`src/rtl/vga_timing_ctrl_if.sv`:
```
// rtl/vga_timing_ctrl_if.sv - VGA timing bundle shared by the generator and all draw stages
//
// Signals:
//   hcount, vcount  [10:0]  pixel / line position the other signals describe
//   hsync, vsync            active-high sync pulses
//   hblnk, vblnk            blanking (outside the visible area)
// Modports:
//   out  - driven by vga_timing_ctrl
//   in   - consumed by background/rect/char stages
interface vga_tim;
  logic [10:0] hcount;
  logic [10:0] vcount;
  logic        hsync;
  logic        vsync;
  logic        hblnk;
  logic        vblnk;

  modport out (output hcount, vcount, hsync, vsync, hblnk, vblnk);
  modport in  (input  hcount, vcount, hsync, vsync, hblnk, vblnk);
endinterface

```
`src/rtl/vga_timing_ctrl.sv`:
```
// rtl/vga_timing_ctrl.sv - programmable VGA timing generator with frame-boundary mode switching
//
// Ports:
//   clk, rst            pixel clock, asynchronous active-high reset
//   en                  count enable; low freezes counters, outputs and the apply point
//   cfg_valid/cfg_ready configuration handshake
//   cfg_h_*, cfg_v_*    offered timing fields (active, front porch, sync, back porch)
//   frame_start         one-cycle pulse with hcount=0, vcount=0
//   cfg_applied         one-cycle pulse on the frame-wrap cycle that activates a pending config
//   cfg_err             (VGA_TIM_CFG_CHECK_EN only) one-cycle pulse on a rejected offer
//   tim_out             vga_tim.out timing bundle
//
// Optional feature macro: VGA_TIM_CFG_CHECK_EN
//   When defined, offers with a zero field or a total above 2047 are consumed but rejected.
//   When undefined, every offer is captured and totals wrap to 11 bits.
module vga_timing_ctrl #(
  parameter int H_ACTIVE_D = 800,
  parameter int H_FP_D     = 40,
  parameter int H_SYNC_D   = 128,
  parameter int H_BP_D     = 88,
  parameter int V_ACTIVE_D = 600,
  parameter int V_FP_D     = 1,
  parameter int V_SYNC_D   = 4,
  parameter int V_BP_D     = 23
) (
  input  logic        clk,
  input  logic        rst,
  input  logic        en,
  input  logic        cfg_valid,
  output logic        cfg_ready,
  input  logic [10:0] cfg_h_active,
  input  logic [10:0] cfg_h_fp,
  input  logic [10:0] cfg_h_sync,
  input  logic [10:0] cfg_h_bp,
  input  logic [10:0] cfg_v_active,
  input  logic [10:0] cfg_v_fp,
  input  logic [10:0] cfg_v_sync,
  input  logic [10:0] cfg_v_bp,
  output logic        frame_start,
  output logic        cfg_applied,
`ifdef VGA_TIM_CFG_CHECK_EN
  output logic        cfg_err,
`endif
  vga_tim.out         tim_out
);

  typedef enum logic {IDLE, PENDING} state_t;
  state_t state;

  // Active timing fields
  logic [10:0] h_active, h_fp, h_sync, h_bp;
  logic [10:0] v_active, v_fp, v_sync, v_bp;
  // Shadow copy of an accepted offer, waiting for the frame wrap
  logic [10:0] s_h_active, s_h_fp, s_h_sync, s_h_bp;
  logic [10:0] s_v_active, s_v_fp, s_v_sync, s_v_bp;

  logic [10:0] hc, vc;
  logic [10:0] h_tot, v_tot, h_last, v_last;
  logic [11:0] hs_start, hs_end, vs_start, vs_end;
  logic        at_line_end, at_frame_end;
  logic        offer_ok;

  // Totals wrap to counter width; sync window edges keep a 12th bit so the
  // comparisons stay exact for large porches.
  assign h_tot    = h_active + h_fp + h_sync + h_bp;
  assign v_tot    = v_active + v_fp + v_sync + v_bp;
  assign h_last   = h_tot - 11'd1;
  assign v_last   = v_tot - 11'd1;
  assign hs_start = {1'b0, h_active} + {1'b0, h_fp};
  assign hs_end   = hs_start + {1'b0, h_sync};
  assign vs_start = {1'b0, v_active} + {1'b0, v_fp};
  assign vs_end   = vs_start + {1'b0, v_sync};

  assign at_line_end  = (hc == h_last);
  assign at_frame_end = at_line_end && (vc == v_last);

`ifdef VGA_TIM_CFG_CHECK_EN
  // 13-bit sums so four 11-bit fields cannot wrap back under the limit
  logic [12:0] chk_h_tot, chk_v_tot;
  assign chk_h_tot = 13'(cfg_h_active) + 13'(cfg_h_fp) + 13'(cfg_h_sync) + 13'(cfg_h_bp);
  assign chk_v_tot = 13'(cfg_v_active) + 13'(cfg_v_fp) + 13'(cfg_v_sync) + 13'(cfg_v_bp);
  assign offer_ok  = (cfg_h_active != '0) && (cfg_h_fp != '0) && (cfg_h_sync != '0) &&
                     (cfg_h_bp != '0) && (cfg_v_active != '0) && (cfg_v_fp != '0) &&
                     (cfg_v_sync != '0) && (cfg_v_bp != '0) &&
                     (chk_h_tot <= 13'd2047) && (chk_v_tot <= 13'd2047);
`else
  assign offer_ok = 1'b1;
`endif

  // Config FSM: capture into shadow, swap into active on the frame-wrap cycle.
  always_ff @(posedge clk or posedge rst) begin
    if (rst) begin
      state       <= IDLE;
      cfg_ready   <= 1'b1;
      cfg_applied <= 1'b0;
      h_active    <= 11'(H_ACTIVE_D);
      h_fp        <= 11'(H_FP_D);
      h_sync      <= 11'(H_SYNC_D);
      h_bp        <= 11'(H_BP_D);
      v_active    <= 11'(V_ACTIVE_D);
      v_fp        <= 11'(V_FP_D);
      v_sync      <= 11'(V_SYNC_D);
      v_bp        <= 11'(V_BP_D);
      s_h_active  <= '0;
      s_h_fp      <= '0;
      s_h_sync    <= '0;
      s_h_bp      <= '0;
      s_v_active  <= '0;
      s_v_fp      <= '0;
      s_v_sync    <= '0;
      s_v_bp      <= '0;
`ifdef VGA_TIM_CFG_CHECK_EN
      cfg_err     <= 1'b0;
`endif
    end else begin
      cfg_applied <= 1'b0;
`ifdef VGA_TIM_CFG_CHECK_EN
      cfg_err     <= 1'b0;
`endif
      case (state)
        IDLE: begin
          if (cfg_valid && offer_ok) begin
            s_h_active <= cfg_h_active;
            s_h_fp     <= cfg_h_fp;
            s_h_sync   <= cfg_h_sync;
            s_h_bp     <= cfg_h_bp;
            s_v_active <= cfg_v_active;
            s_v_fp     <= cfg_v_fp;
            s_v_sync   <= cfg_v_sync;
            s_v_bp     <= cfg_v_bp;
            cfg_ready  <= 1'b0;
            state      <= PENDING;
          end
`ifdef VGA_TIM_CFG_CHECK_EN
          if (cfg_valid && !offer_ok) cfg_err <= 1'b1;
`endif
        end
        PENDING: begin
          // Swapping only when both counters are about to return to 0 means a
          // shorter new total can never strand the counters past their end.
          if (en && at_frame_end) begin
            h_active    <= s_h_active;
            h_fp        <= s_h_fp;
            h_sync      <= s_h_sync;
            h_bp        <= s_h_bp;
            v_active    <= s_v_active;
            v_fp        <= s_v_fp;
            v_sync      <= s_v_sync;
            v_bp        <= s_v_bp;
            cfg_applied <= 1'b1;
            cfg_ready   <= 1'b1;
            state       <= IDLE;
          end
        end
        default: state <= IDLE;
      endcase
    end
  end

  // Counters and registered decode. Outputs describe the counter value of the
  // previous cycle, so hcount/vcount and all flags stay mutually aligned.
  always_ff @(posedge clk or posedge rst) begin
    if (rst) begin
      hc             <= '0;
      vc             <= '0;
      tim_out.hcount <= '0;
      tim_out.vcount <= '0;
      tim_out.hsync  <= 1'b0;
      tim_out.vsync  <= 1'b0;
      tim_out.hblnk  <= 1'b0;
      tim_out.vblnk  <= 1'b0;
      frame_start    <= 1'b0;
    end else if (en) begin
      tim_out.hcount <= hc;
      tim_out.vcount <= vc;
      tim_out.hblnk  <= (hc >= h_active);
      tim_out.vblnk  <= (vc >= v_active);
      tim_out.hsync  <= ({1'b0, hc} >= hs_start) && ({1'b0, hc} < hs_end);
      tim_out.vsync  <= ({1'b0, vc} >= vs_start) && ({1'b0, vc} < vs_end);
      frame_start    <= (hc == '0) && (vc == '0);
      if (at_line_end) begin
        hc <= '0;
        vc <= at_frame_end ? 11'd0 : vc + 11'd1;
      end else begin
        hc <= hc + 11'd1;
      end
    end else begin
      frame_start <= 1'b0;
    end
  end

endmodule

```
`src/flat_wrapper.sv`:
```
// flat-port wrapper written by rule: the top's interface ports become plain ports
module vga_timing_ctrl_flat 
#(
  parameter int H_ACTIVE_D = 800,
  parameter int H_FP_D     = 40,
  parameter int H_SYNC_D   = 128,
  parameter int H_BP_D     = 88,
  parameter int V_ACTIVE_D = 600,
  parameter int V_FP_D     = 1,
  parameter int V_SYNC_D   = 4,
  parameter int V_BP_D     = 23
)
  (clk, rst, en, cfg_valid, cfg_ready, cfg_h_active, cfg_h_fp, cfg_h_sync, cfg_h_bp, cfg_v_active, cfg_v_fp, cfg_v_sync, cfg_v_bp, frame_start, cfg_applied, tim_out_hcount, tim_out_vcount, tim_out_hsync, tim_out_vsync, tim_out_hblnk, tim_out_vblnk);
  vga_tim tim_out_i ();
  input  logic clk;
  input  logic rst;
  input  logic en;
  input  logic cfg_valid;
  output logic cfg_ready;
  input  logic [10:0] cfg_h_active;
  input  logic [10:0] cfg_h_fp;
  input  logic [10:0] cfg_h_sync;
  input  logic [10:0] cfg_h_bp;
  input  logic [10:0] cfg_v_active;
  input  logic [10:0] cfg_v_fp;
  input  logic [10:0] cfg_v_sync;
  input  logic [10:0] cfg_v_bp;
  output logic frame_start;
  output logic cfg_applied;
  output wire logic [$bits(tim_out_i.hcount)-1:0] tim_out_hcount;
  output wire logic [$bits(tim_out_i.vcount)-1:0] tim_out_vcount;
  output wire logic [$bits(tim_out_i.hsync)-1:0] tim_out_hsync;
  output wire logic [$bits(tim_out_i.vsync)-1:0] tim_out_vsync;
  output wire logic [$bits(tim_out_i.hblnk)-1:0] tim_out_hblnk;
  output wire logic [$bits(tim_out_i.vblnk)-1:0] tim_out_vblnk;
  assign tim_out_hcount = tim_out_i.hcount;
  assign tim_out_vcount = tim_out_i.vcount;
  assign tim_out_hsync = tim_out_i.hsync;
  assign tim_out_vsync = tim_out_i.vsync;
  assign tim_out_hblnk = tim_out_i.hblnk;
  assign tim_out_vblnk = tim_out_i.vblnk;
  vga_timing_ctrl #(.H_ACTIVE_D(H_ACTIVE_D), .H_FP_D(H_FP_D), .H_SYNC_D(H_SYNC_D), .H_BP_D(H_BP_D), .V_ACTIVE_D(V_ACTIVE_D), .V_FP_D(V_FP_D), .V_SYNC_D(V_SYNC_D), .V_BP_D(V_BP_D)) u_core (.clk(clk), .rst(rst), .en(en), .cfg_valid(cfg_valid), .cfg_ready(cfg_ready), .cfg_h_active(cfg_h_active), .cfg_h_fp(cfg_h_fp), .cfg_h_sync(cfg_h_sync), .cfg_h_bp(cfg_h_bp), .cfg_v_active(cfg_v_active), .cfg_v_fp(cfg_v_fp), .cfg_v_sync(cfg_v_sync), .cfg_v_bp(cfg_v_bp), .frame_start(frame_start), .cfg_applied(cfg_applied), .tim_out(tim_out_i));
endmodule
```
`config.mk`:
```
export PLATFORM = sky130hd
export DESIGN_NAME = vga_timing_ctrl_flat
export DESIGN_NICKNAME = d
export VERILOG_FILES = /design/src/rtl/vga_timing_ctrl_if.sv /design/src/rtl/vga_timing_ctrl.sv /design/src/flat_wrapper.sv
export SDC_FILE = /design/constraint.sdc
export NUM_CORES = 1
export LEC_CHECK = 0
export BUFFER_PORTS_ARGS = -buffer_cell sky130_fd_sc_hd__clkbuf_2
export CORE_MARGIN = 2
export CORE_UTILIZATION = 45
export DETAILED_ROUTE_END_ITERATION = 7
export PLACE_DENSITY = 0.65
export SYNTH_ARGS = -nofsm -noshare
export SYNTH_HDL_FRONTEND = slang
export SYNTH_SLANG_ARGS = --single-unit
```
`constraint.sdc`:
```
create_clock -name clk -period 6.05 [get_ports clk]
set_input_delay 0.3025 -clock clk [delete_from_list [all_inputs] [get_ports clk]]
set_output_delay 0.3025 -clock clk [all_outputs]
set_load 0.03 [all_outputs]
```
==> results of run 1 <==
[cell families (layout without fill, tap and decap cells)]
| family | count (synthesis) | after routing |
|---|---|---|
| flip-flops | 228 | 228 |
| adder cells (fa/ha/maj) | 200 | 200 |
| multiplexers | 198 | 198 |
| buffers and inverters | 187 | 420 |
| AO/OA/AOI/OAI | 184 | 184 |
| AND/OR/NAND/NOR | 155 | 155 |
| XOR/XNOR | 92 | 92 |
[critical path, delay by kind of cell (launching register included)]
| kind | cells | cell delay (ns) |
|---|---|---|
| AO/OA/AOI/OAI | 4 | 0.79 |
| XOR/XNOR | 1 | 0.15 |
| adder cells (fa/ha/maj) | 5 | 1.86 |
| buffers and inverters | 3 | 0.46 |
| flip-flops | 1 | 0.52 |
| multiplexers | 1 | 0.34 |
| AND/OR/NAND/NOR | 2 | 0.97 |
[synthesized netlist by cell type (8+ instances only)]
cell | instances | share of area, %
mux2_2 | 189 | 15
inv_1 | 157 | 4.1
o21ai_0 | 36 | 1.3
ha_1 | 158 | 14
dfrtp_1 | 208 | 36
nor2_1 | 38 | 0.99
nand3_1 | 15 | 0.52
dfstp_2 | 20 | 3.7
a21o_1 | 26 | 1.4
nand2b_1 | 9 | 0.39
nor2b_1 | 10 | 0.44
mux2_4 | 9 | 0.94
xnor2_1 | 55 | 3.3
nand2_1 | 30 | 0.78
a31oi_1 | 8 | 0.35
nor3_1 | 13 | 0.45
fa_1 | 42 | 5.8
clkbuf_1 | 19 | 0.50
o21a_1 | 9 | 0.47
o211ai_1 | 10 | 0.52
xor2_1 | 37 | 2.3
a21oi_1 | 43 | 1.5
a211oi_1 | 9 | 0.47
[repair_timing]
item	4_1_cts	5_1_grt
hold buffers	83	0
setup endpoints to repair	0	0
endpoints found under the hold margin	100	0
buffers inserted	0	0
[worst max-delay path by stage]
stage / end / startpoint / slack, ns
final: u_core.h_active[2] / u_core.v_bp[1] / 0.77
after CTS: u_core.h_active[2] / u_core.v_bp[1] / 0.75
after global placement: u_core.h_active[2] / u_core.v_bp[1] / 0.84
after detailed placement: u_core.h_active[3] / u_core.v_bp[1] / 0.78
after global routing: u_core.h_active[2] / u_core.v_bp[1] / 0.50
after floorplan: u_core.h_active[0] / u_core.v_bp[1] / 1.40
[metal layers]
metal  share of wire, %  vias to the layer above
met5                  0                        -
met3                3.2                       30
met1                 46                     4829
met2                 48                      156
met4                2.0                        0
li1                   -                     4767
[where the power goes]
group          switching (mW)  leakage (nW)  total (mW)  internal (mW)
logic                   0.220          4.92       0.461          0.242
clock network           0.665         0.441        1.62          0.959
registers               0.117          2.90        1.75           1.63
[layout make-up]
class | instances | area [sq um] | area share, %
clock buffers | 38 | 788.3 | 4.586
clock inverters | 14 | 127.6 | 0.7426
inverters | 157 | 593.1 | 3.451
multi-input cells | 829 | 7940 | 46.20
flip-flops and latches | 228 | 5731 | 33.34
well taps | 402 | 503.0 | 2.927
repair buffers | 211 | 1504 | 8.751
[per-stage QoR]
stage | hold slack [ns] | power, mW
finish | 0.02029 | 3.836
global route | 0.01414 | 4.025
CTS | 0.002318 | 3.886
detailed placement | 0.3387 | 2.198
global placement | 0.3428 | 2.185
floorplan | 0.4275 | 2.039
==> results.yml, run 1 <==
detailed_routing:
  drtIter0Drc: 362
  vias_per_cell: 5.206
  drc: 0
  ant_nets: 0
  first_pass_iters: 4
  wire_per_inst_microns: 16.87
  vias: 9782
  wl_microns: 31710
synth:
  synth.avg_cell_area_sq_um: 11.56
  yosysWarnings: 0
  synth-seq-cells: 228
  synth_fp_nets: 1536
  synthSimpleGateAreaFrac_pct: 5.707
  synth_top_family_by_area: "adder cells"
  syn_area_sq_um: 14380
  synth_cell_types: 61
  synthArstFlopShare_pct: 100.0
  ys_seq_area_share_pct: 39.85
  synthMuxAreaShare_pct: 15.74
  synth_edf_count: 0
  synth_compound_area_share_pct: 8.465
  syn_inst: 1244
  synth_ff_type: "dfrtp_1"
  synthXorXnorAreaFrac_pct: 5.603
  synthAdderAreaFrac_pct: 19.59
global_routing:
  busiest_layer: "met2"
  grt_start_max_net_pins: 83
  grt.total_usage_pct: 19.45
  grtUsageMet3_pct: 2.423
  grt_pass1_wl_microns: 52390
  grt_use_met2_pct: 33.63
  grt-ovfl-total: 0
  grt_use_met1_pct: 26.22
  antenna_found_initial: 0
  grt_pass1_vias: 10180
floorplanning:
  die-height_microns: 182.8
  start_util_pct: 45.69
  die_w_microns: 182.8
  die_area_sq_um: 33400
  ioPinCount: 121
  rows: 65
  core_sq_um: 31470
sta:
  min_period_ns: 5.282
  rsz0062_at_grt: "false"
  maxSlewHeadroom_pct: 17.00
  fin_crit_sh_pct: 87.31
  finalHoldViolations: 0
  tightestPinTransition_ns: 1.245
  skew_ns: 0.03546
  fmax_mhz: 189.3
  finalSetupViolCount: 0
  finalSetupTns_ns: 0
  finalWorstSetupSlack_ns: 0.7680
  finalMaxSlewViolations: 0
worst_setup_path:
  r2r_slack_ns: 0.77
  cpPeakStageDelay_ns: 0.56
  cp-end-kind: "flip-flop"
  crit_path_cell_trace: "inv_1, ha_1, inv_1, fa_1, fa_1, ha_1, fa_1, a21o_1, a41oi_1, o21ai_1, o31ai_1, xnor2_1, nor4_4, nand3_4, buf_12, mux2_4"
  worstRegToRegCells: 16
  cp.arrival_ns: 5.69
  regToRegEndpoint: "u_core.h_active[2]"
  cp_slowest_cell: "nor4_4"
  crit_top_cell: "fa_1"
  crit_type: "reg -> reg"
  path_max_fanout: 69
  r2r_start: "u_core.v_bp[1]"
  crit_path_start_kind: "flip-flop"
  cp.required_ns: 6.46
worst_hold_path:
  min_from: "cfg_v_fp[10]"
  whs_endpoint: "u_core.s_v_fp[10]"
  min_path_cells: 2
  min_path_type: "in -> reg"
pwr:
  powerDensity_nw_per_um2: 223.2
  p_leak_nw: 8.252
  vdd_drop_max_mv: 0.2649
clocking:
  clkLatencyLatePin_ns: 0.56
  clock-sinks: 228
  cts_resized: 0
  cts-root-buf: "clkbuf_16"
  cts_buffers: 28
  clkSlewWorstSetupHoldPaths_ns: 0.06
  htreeDepth: 1
  cts_tree: "built"
  cts_buffer_depth: 3
job:
  maxCapViolCount: 0
cells_and_area:
  final_area_sq_um: 17190
  instances_no_fill: 1879
  utilization_pct: 54.61
  drive_gt1_share_pct: 27.22
  fill_cells: 2708
  final_common_cell: "dfrtp_1"
  fin_nets: 1747
  antenna_cells: 0
  layout_common_cells: "208 x dfrtp_1, 189 x mux2_2, 158 x ha_1, 156 x inv_1, 120 x clkbuf_2"
  syn2layout_area_growth_pct: 19.51
placement:
  place_hpwl_microns: 23370
  dp_worst_setup_slack_ns: 0.7818
  place_congestion: 0.8495
  placed_cells: 1744
  numPortBuffers: 120
  placed_cell_area_sq_um: 15440
outcome:
  status: "complete, no violations"
(Power assumes the default switching activity.)
==> inputs of run 2 (changes only) <==
Settings changed: CORE_ASPECT_RATIO from default to 0.9.
==> results.yml, run 2 (synthesis results as in run 1) <==
outcome:
  status: "complete, no violations"
clocking:
  cts_buffers: 26
  cts_tree: "built"
  cts_buffer_depth: 3
  clkLatencyLatePin_ns: 0.54
  cts-root-buf: "clkbuf_16"
  clkSlewWorstSetupHoldPaths_ns: 0.06
  htreeDepth: 1
  clock-sinks: 228
detailed_routing:
  vias_per_cell: 5.192
  ant_nets: 0
  drtIter0Drc: 607
  vias: 9756
  drc: 0
  first_pass_iters: 5
  wl_microns: 31640
  wire_per_inst_microns: 16.84
floorplanning:
  die_area_sq_um: 33410
  start_util_pct: 45.33
  ioPinCount: 121
  die_w_microns: 192.4
  rows: 62
  die-height_microns: 173.6
  core_sq_um: 31730
global_routing:
  grt_pass1_wl_microns: 52440
  grt.total_usage_pct: 19.61
  grt_use_met1_pct: 30.52
  busiest_layer: "met1"
  antenna_found_initial: 2
  grt_pass1_vias: 9775
  grtUsageMet3_pct: 2.632
  grt-ovfl-total: 0
  grt_use_met2_pct: 28.87
  grt_start_max_net_pins: 126
worst_setup_path:
  r2r_slack_ns: 0.95
  cpPeakStageDelay_ns: 0.59
  crit_path_start_kind: "flip-flop"
  worstRegToRegCells: 16
  cp_top_family: "adder cells"
  crit_top_cell: "fa_1"
  crit_type: "reg -> reg"
  cp.arrival_ns: 5.52
  crit_path_start: "u_core.v_bp[1]"
  cp-end-kind: "flip-flop"
  crit_path_cell_trace: "inv_1, ha_1, inv_1, fa_1, fa_1, ha_1, fa_1, a21o_1, a41oi_1, o21ai_1, o31ai_1, xnor2_1, nor4_4, nand3_4, buf_12, mux2_2"
  cp_slowest_cell: "nor4_4"
  r2r_start: "u_core.v_bp[1]"
  regToRegEndpoint: "u_core.v_bp[7]"
  path_max_fanout: 89
  cp.buffers_inverters: 3
  cp.required_ns: 6.46
sta:
  tightestPinTransition_ns: 1.171
  min_period_ns: 5.102
  finalSetupViolCount: 0
  skew_ns: 0.02125
  rsz0062_at_grt: "false"
  fin_crit_sh_pct: 84.34
  finalMaxSlewViolations: 0
  fmax_mhz: 196.0
  finalHoldViolations: 0
  finalSetupTns_ns: 0
  maxSlewHeadroom_pct: 21.75
job:
  maxCapViolCount: 0
cells_and_area:
  drive_gt1_share_pct: 27.09
  layout_common_cells: "208 x dfrtp_1, 189 x mux2_2, 158 x ha_1, 156 x inv_1, 120 x clkbuf_2"
  instances_no_fill: 1879
  syn2layout_area_growth_pct: 18.98
  utilization_pct: 53.93
  fin_nets: 1734
  final_common_cell: "dfrtp_1"
worst_hold_path:
  min_path_type: "in -> reg"
  min_from: "cfg_h_bp[4]"
  min_path_cells: 2
  whs_endpoint: "u_core.s_h_bp[4]"
pwr:
  powerDensity_nw_per_um2: 226.2
  p_comb_share_pct: 11.7
  seqPwrFrac_pct: 45.2
  p_int_mw: 2.886
  power.total_mw: 3.871
  vdd_drop_max_mv: 0.1958
  p_switching_mw: 0.9848
  p_clk_share_pct: 43.0
  netSwitchingFraction_pct: 25.44
  p_leak_nw: 8.206
placement:
  placed_cells: 1757
  numPortBuffers: 120
  place_hpwl_microns: 23740
  place_congestion: 0.8853
## run 2: cell types whose count changed in the layout (fill, tap and decap cells not counted), sizes merged
cell	before	now
clkbuf	158	156
bufinv	1	4
clkinv	8	5
buf	8	7
dlygate4sd3	83	73
diode	0	1
inv	157	156
clkinvlp	5	4
## run 2: routing by layer
layer / part of all wire (%) / wire length [microns] / up-vias
met5: 0.035 / 11 / -
met4: 2.2 / 702 / 2
met3: 4.0 / 1280 / 40
met2: 43 / 13460 / 186
met1: 51 / 16190 / 4794
li1: - / - / 4734
## run 2: layout make-up
cell class | instances | area (sq um)
antenna | 1 | 2.502
clock buffer | 36 | 728.2
clock inverter | 12 | 186.4
fill | 2736 | 14620
inverter | 157 | 593.1
multi-input combinational | 829 | 7940
sequential | 228 | 5731
tap | 416 | 520.5
timing repair buffer | 200 | 1409
## run 2: repair_timing
action                                 CTS  global route
endpoints found under the hold margin  101             0
hold buffers                            73             0
resized for setup                        0             0
setup buffers                            0             0
## run 2: worst max path at each step
stage / to / slack [ns] / depth (start not counted)
6_report: u_core.v_bp[7] / 0.95 / 16
5_1_grt: u_core.h_active[4] / 0.80 / 16
4_1_cts: u_core.h_active[4] / 1.07 / 16
3_5_place_dp: u_core.v_active[7] / 1.10 / 16
3_3_place_gp: u_core.v_active[7] / 1.16 / 16
2_1_floorplan: u_core.h_active[0] / 1.40 / 17
## run 2: worst register-to-register path: cells and delay by family, from the launching register on
kind            cells  cell delay, ns
flops               1            0.52
buf+inv             3            0.29
xor+xnor            1            0.15
simple gates        2            0.72
fa+ha+maj           5            1.87
compound gates      4            0.80
mux                 1            0.62
## run 2: through the flow
stage | instance area, sq um | setup WS, ns | hold slack (ns)
6_report | 17110 | 0.9476 | 0.01134
2_1_floorplan | 14390 | 1.403 | 0.4275
4_1_cts | 17110 | 1.074 | 0.0004181
3_3_place_gp | 15460 | 1.160 | 0.4499
3_5_place_dp | 15460 | 1.102 | 0.4514
5_1_grt | 17110 | 0.7959 | 0.002596
## run 2: power by group through the flow
stage               sequential, mW  combinational (mW)  clock, mW
floorplan                     1.76               0.275          0
global placement              1.78               0.408          0
finish                        1.75               0.454       1.67
CTS                           1.75               0.460       1.70
global route                  1.77               0.511       1.77
detailed placement            1.78               0.419          0
